--- config.mk ---
export PLATFORM = sky130hd
export DESIGN_NAME = rob_drain_ctrl_flat
export DESIGN_NICKNAME = d
export VERILOG_FILES = /design/src/rtl/rob_drain_ctrl_if.sv /design/src/rtl/rob_drain_ctrl.sv /design/src/flat_wrapper.sv
export SDC_FILE = /design/constraint.sdc
export NUM_CORES = 1
export LEC_CHECK = 0
export CORE_ASPECT_RATIO = 0.7
export CORE_UTILIZATION = 36
export CTS_BUF_LIST = sky130_fd_sc_hd__clkbuf_2
export DETAILED_ROUTE_END_ITERATION = 6
export GPL_TIMING_DRIVEN = 0
export PLACE_DENSITY = 0.74
export SYNTH_ARGS = -nofsm -noshare
export SYNTH_HDL_FRONTEND = slang
export SYNTH_SLANG_ARGS = --single-unit
--- constraint.sdc ---
create_clock -name clk -period 1.2 [get_ports clk]
set_input_delay 0.12 -clock clk [delete_from_list [all_inputs] [get_ports clk]]
set_output_delay 0.12 -clock clk [all_outputs]
set_load 0.05 [all_outputs]
--- src/rtl/rob_drain_ctrl_if.sv ---
// Retire-port bundle of the reorder-buffer drain stage.
// The master drives valid/data/id; the slave answers with ready.
interface rob_drain_ctrl_if #(
    parameter int AW = 4,
    parameter int DW = 32
);
    logic          m_valid_o;
    logic          m_ready_i;
    logic [DW-1:0] m_data_o;
    logic [AW-1:0] m_id_o;

    modport master (
        output m_valid_o,
        output m_data_o,
        output m_id_o,
        input  m_ready_i
    );

    modport slave (
        input  m_valid_o,
        input  m_data_o,
        input  m_id_o,
        output m_ready_i
    );
endinterface

--- src/rtl/rob_drain_ctrl.sv ---
// In-order ROB retire stage: head-pointer walk, RAM fetch, valid/ready out.
// Optional ROB_DRAIN_FLUSH_EN adds flush_i (pass abort + bitmap clear).
module rob_drain_ctrl #(
    parameter int ADDR_WIDTH = 4,
    parameter int DATA_WIDTH = 32
) (
    input  logic                  clk,
    input  logic                  rst,
    output logic [ADDR_WIDTH-1:0] vm_addr_read_o,
    input  logic                  vm_valid_i,
    output logic                  vm_clear_o,
    output logic                  dm_rd_en_o,
    output logic [ADDR_WIDTH-1:0] dm_addr_o,
    input  logic [DATA_WIDTH-1:0] dm_data_i,
`ifdef ROB_DRAIN_FLUSH_EN
    input  logic                  flush_i,
`endif
    rob_drain_ctrl_if.master      m
);
    typedef enum logic [1:0] {
        S_WAIT,
        S_FETCH,
        S_HOLD
    } state_t;

    localparam logic [ADDR_WIDTH-1:0] LAST = '1;

    state_t                  state;
    state_t                  state_nxt;
    logic [ADDR_WIDTH-1:0]   ptr;
    logic [ADDR_WIDTH-1:0]   ptr_nxt;
    logic                    valid;
    logic                    valid_nxt;
    logic [DATA_WIDTH-1:0]   data;
    logic [DATA_WIDTH-1:0]   data_nxt;
    logic [ADDR_WIDTH-1:0]   id;
    logic [ADDR_WIDTH-1:0]   id_nxt;
    logic                    handshake;
    logic                    wrap;
    logic                    flush;

`ifdef ROB_DRAIN_FLUSH_EN
    assign flush = flush_i;
`else
    assign flush = 1'b0;
`endif

    assign vm_addr_read_o = ptr;
    assign dm_addr_o      = ptr;
    assign m.m_valid_o    = valid;
    assign m.m_data_o     = data;
    assign m.m_id_o       = id;
    assign handshake      = valid & m.m_ready_i;
    assign vm_clear_o     = wrap | flush;

    always_comb begin
        state_nxt  = state;
        ptr_nxt    = ptr;
        valid_nxt  = valid;
        data_nxt   = data;
        id_nxt     = id;
        dm_rd_en_o = 1'b0;
        wrap       = 1'b0;
        unique case (state)
            S_WAIT: begin
                dm_rd_en_o = vm_valid_i;
                if (vm_valid_i) begin
                    state_nxt = S_FETCH;
                end
            end
            S_FETCH: begin
                data_nxt  = dm_data_i;
                id_nxt    = ptr;
                valid_nxt = 1'b1;
                state_nxt = S_HOLD;
            end
            S_HOLD: begin
                if (handshake) begin
                    ptr_nxt   = ptr + 1'b1;
                    valid_nxt = 1'b0;
                    state_nxt = S_WAIT;
                    // Last slot of the pass: bitmap clears as ptr wraps to 0
                    wrap      = (ptr == LAST);
                end
            end
            default: begin
                state_nxt = S_WAIT;
            end
        endcase
        // Abort wins over any handshake in the same cycle
        if (flush) begin
            state_nxt = S_WAIT;
            ptr_nxt   = '0;
            valid_nxt = 1'b0;
        end
    end

    always_ff @(posedge clk) begin
        if (rst) begin
            state <= S_WAIT;
            ptr   <= '0;
            valid <= 1'b0;
            data  <= '0;
            id    <= '0;
        end else begin
            state <= state_nxt;
            ptr   <= ptr_nxt;
            valid <= valid_nxt;
            data  <= data_nxt;
            id    <= id_nxt;
        end
    end
endmodule

--- src/flat_wrapper.sv ---
// flat-port wrapper written by rule: the top's interface ports become plain ports
module rob_drain_ctrl_flat 
#(
    parameter int ADDR_WIDTH = 4,
    parameter int DATA_WIDTH = 32
)
  (clk, rst, vm_addr_read_o, vm_valid_i, vm_clear_o, dm_rd_en_o, dm_addr_o, dm_data_i, m_m_valid_o, m_m_data_o, m_m_id_o, m_m_ready_i);
  rob_drain_ctrl_if #(.AW(4), .DW(32)) m_i ();
  input  logic clk;
  input  logic rst;
  output logic [ADDR_WIDTH-1:0] vm_addr_read_o;
  input  logic vm_valid_i;
  output logic vm_clear_o;
  output logic dm_rd_en_o;
  output logic [ADDR_WIDTH-1:0] dm_addr_o;
  input  logic [DATA_WIDTH-1:0] dm_data_i;
  output wire logic [$bits(m_i.m_valid_o)-1:0] m_m_valid_o;
  output wire logic [$bits(m_i.m_data_o)-1:0] m_m_data_o;
  output wire logic [$bits(m_i.m_id_o)-1:0] m_m_id_o;
  input wire logic [$bits(m_i.m_ready_i)-1:0] m_m_ready_i;
  assign m_m_valid_o = m_i.m_valid_o;
  assign m_m_data_o = m_i.m_data_o;
  assign m_m_id_o = m_i.m_id_o;
  assign m_i.m_ready_i = m_m_ready_i;
  rob_drain_ctrl #(.ADDR_WIDTH(ADDR_WIDTH), .DATA_WIDTH(DATA_WIDTH)) u_core (.clk(clk), .rst(rst), .vm_addr_read_o(vm_addr_read_o), .vm_valid_i(vm_valid_i), .vm_clear_o(vm_clear_o), .dm_rd_en_o(dm_rd_en_o), .dm_addr_o(dm_addr_o), .dm_data_i(dm_data_i), .m(m_i));
endmodule
==> flow_summary.ini <==
[outcome]
status = finished with violations
violations = setup timing

[clocking]
postCtsHoldBufs = 0
cts_buffers = 5
cts_tree = yes
cts-root-buf = clkbuf_2
htree_levels = 2
clock_path_buffers = 2
clk_latency_ns = 0.41
clk_pin_slew_ns = 0.21
cts.sinks = 43

[logic_synthesis]
syn_area_per_cell_um2 = 8.14
synthCells = 193
seq_area_frac_synth = 0.548
synth_cell_types = 20
syn_nets = 230
ys.flop_type = dfxtp_1
netlist.top_cell.by_area = dfxtp_1
synth_top_area_frac = 0.548
synth_edf_count = 0
synth.most_common_cell = nand2_1
async_flop_share = 0
synth_area_um2 = 1570
yosys-top-cells-area = dfxtp_1, nand2_1, a21oi_1
synth_common_cells = nand2_1, dfxtp_1, a21oi_1
ys_warn_count = 0
ys_seq_elements = 43

[detailed_routing]
drc = 0
routed_wl_um = 5000
drtIter0Drc = 39
postRouteAntennaNets = 0
detail_route.wl_per_cell_um = 14.3
dr.pass1.iters = 4
vias_per_cell = 4.76
via_count = 1666

[sta]
clock_skew_ns = 0.0138
setup_slack_ns = -0.204
setup_viol = 35
hold_viol = 0
max_freq_mhz = 712
fin_setup_tns_ns = -1.26
relSlewSlack = 0.554
min_period_over_period = 1.17
rsz0062_at_grt = yes
min_period_ns = 1.40
timing.final.max_slew_violations = 0
worst_slew_pin_slew_ns = 0.669

[global_routing]
grt_pass1_vias = 1435
grt_overflow_total = 0
track_usage = 0.188
antenna_found_initial = 0
grt_first_pass_wirelength_um = 6560
grt_max_degree = 14

[floorplanning]
dieArea_um2 = 4630
die_height_um = 57.3
start_util = 0.389
num_rows = 19
core_area_um2 = 4040
ios = 83
die_w_um = 80.9

[placement]
dpl.hpwl_um = 2870
numPortBuffers = 81
gp_congestion = 0.696
post-place-ws_ns = -0.689

[cells_and_area]
n_antenna_cell = 0
layout-drive-gt1-share = 0.513
final_util = 0.762
num-fill-cells = 308
area_growth_pct = 96.1
finalNetCount = 334

[worst_setup_path]
cp-end-kind = output port
arrival_ns = 1.28
startpoint_type = flop
worstSetupPathType = reg2out
cp.required_ns = 1.08
worstPathMaxFanout = 4

[job]
maxCapViolCount = 0

[power]
p_leak_uw = 0.00136
ir_worst_vdd_mv = 0.712
finalPower_uw = 3150
power.density_nw_per_um2 = 1020

[min_path]
hold_class = in2reg
## worst max-delay path: stages (launching register included)
cell and delay, ns:
dfxtp_4 0.42, ha_4 0.13, nand3_2 0.07, nor2_4 0.10, buf_8 0.15
## state kept, by name, summed over array words and instances (netlist names)
register,cells
u_core.m.m_data_o,32
u_core.dm_addr_o,4
u_core.m.m_id_o,4
u_core.state,2
u_core.m.m_valid_o,1
## layout make-up
cell class / count / area [um^2] / area share
Sequential cell: 43 / 890 / 0.289
Clock buffer: 5 / 25.0 / 0.00813
Tap cell: 52 / 65.1 / 0.0211
Multi-Input combinational cell: 132 / 937 / 0.304
Inverter: 1 / 3.75 / 0.00122
Clock inverter: 3 / 38.8 / 0.0126
Buffer: 17 / 169 / 0.0549
Timing Repair Buffer: 97 / 951 / 0.309
## repair_timing
action,4_1_cts,5_1_grt
setup buffers,7,6
pin swaps,4,39
resized for setup,286,154
gates cloned,0,3
setup endpoints to repair,79,77
## stage by stage
stage | std cells | area (um^2) | hold slack, ns
floorplan | 193 | 1600 | 0.256
global placement | 326 | 2480 | 0.442
detailed placement | 326 | 2480 | 0.446
CTS | 341 | 2530 | 0.0118
global route | 350 | 3080 | 0.0192
finish | 350 | 3080 | 0.0511
## worst paths after layout
kind              slack [ns]  cells after the start                    end                  start
hold / removal          0.05                      2        u_core.state[0]                    rst
hold reg to reg         0.47                      2  u_core.m.m_data_o[22]  u_core.m.m_data_o[22]
setup reg to reg       -0.11                      4    u_core.dm_addr_o[3]        u_core.state[0]
setup / recovery       -0.20                      4             vm_clear_o    u_core.dm_addr_o[0]
## layer usage
metal / vias up / GRT usage / part of all wire / routed length [um]
met5: - / 0 / 0 / 0
met4: 0 / 0.0612 / 0.0080 / 40
met3: 5 / 0.0736 / 0.080 / 399
met2: 60 / 0.292 / 0.47 / 2370
met1: 772 / 0.240 / 0.44 / 2190
li1: 829 / - / - / -
## report_power, final
group          internal [uW]  switching, uW
sequential              1480           41.4
combinational            352            474
clock                    343            461
## logic make-up after synthesis
| group | share of synthesized area |
|---|---|
| mux | 0.00637 |
| buf+inv | 0.0621 |
| xor+xnor | 0.00558 |
| flops | 0.548 |
| fa+ha+maj | 0.00797 |
| simple gates | 0.236 |
| compound gates | 0.134 |
## cells in the final DEF (no fill, tap or decap), drive strengths merged
cell type,n
nand3b,1
ha,1
nand3,2
o21ai,2
clkinv,2
dfxtp,43
mux2i,1
nand2,73
inv,1
nor2,4
bufinv,1
or3,2
clkdlybuf4s50,34
nor2b,1
nand4b,1
nand2b,1
nor3b,1
xor2,1
clkbuf,23
a21oi,40
and2b,1
buf,62
Power figures use the tool's default switching activity.
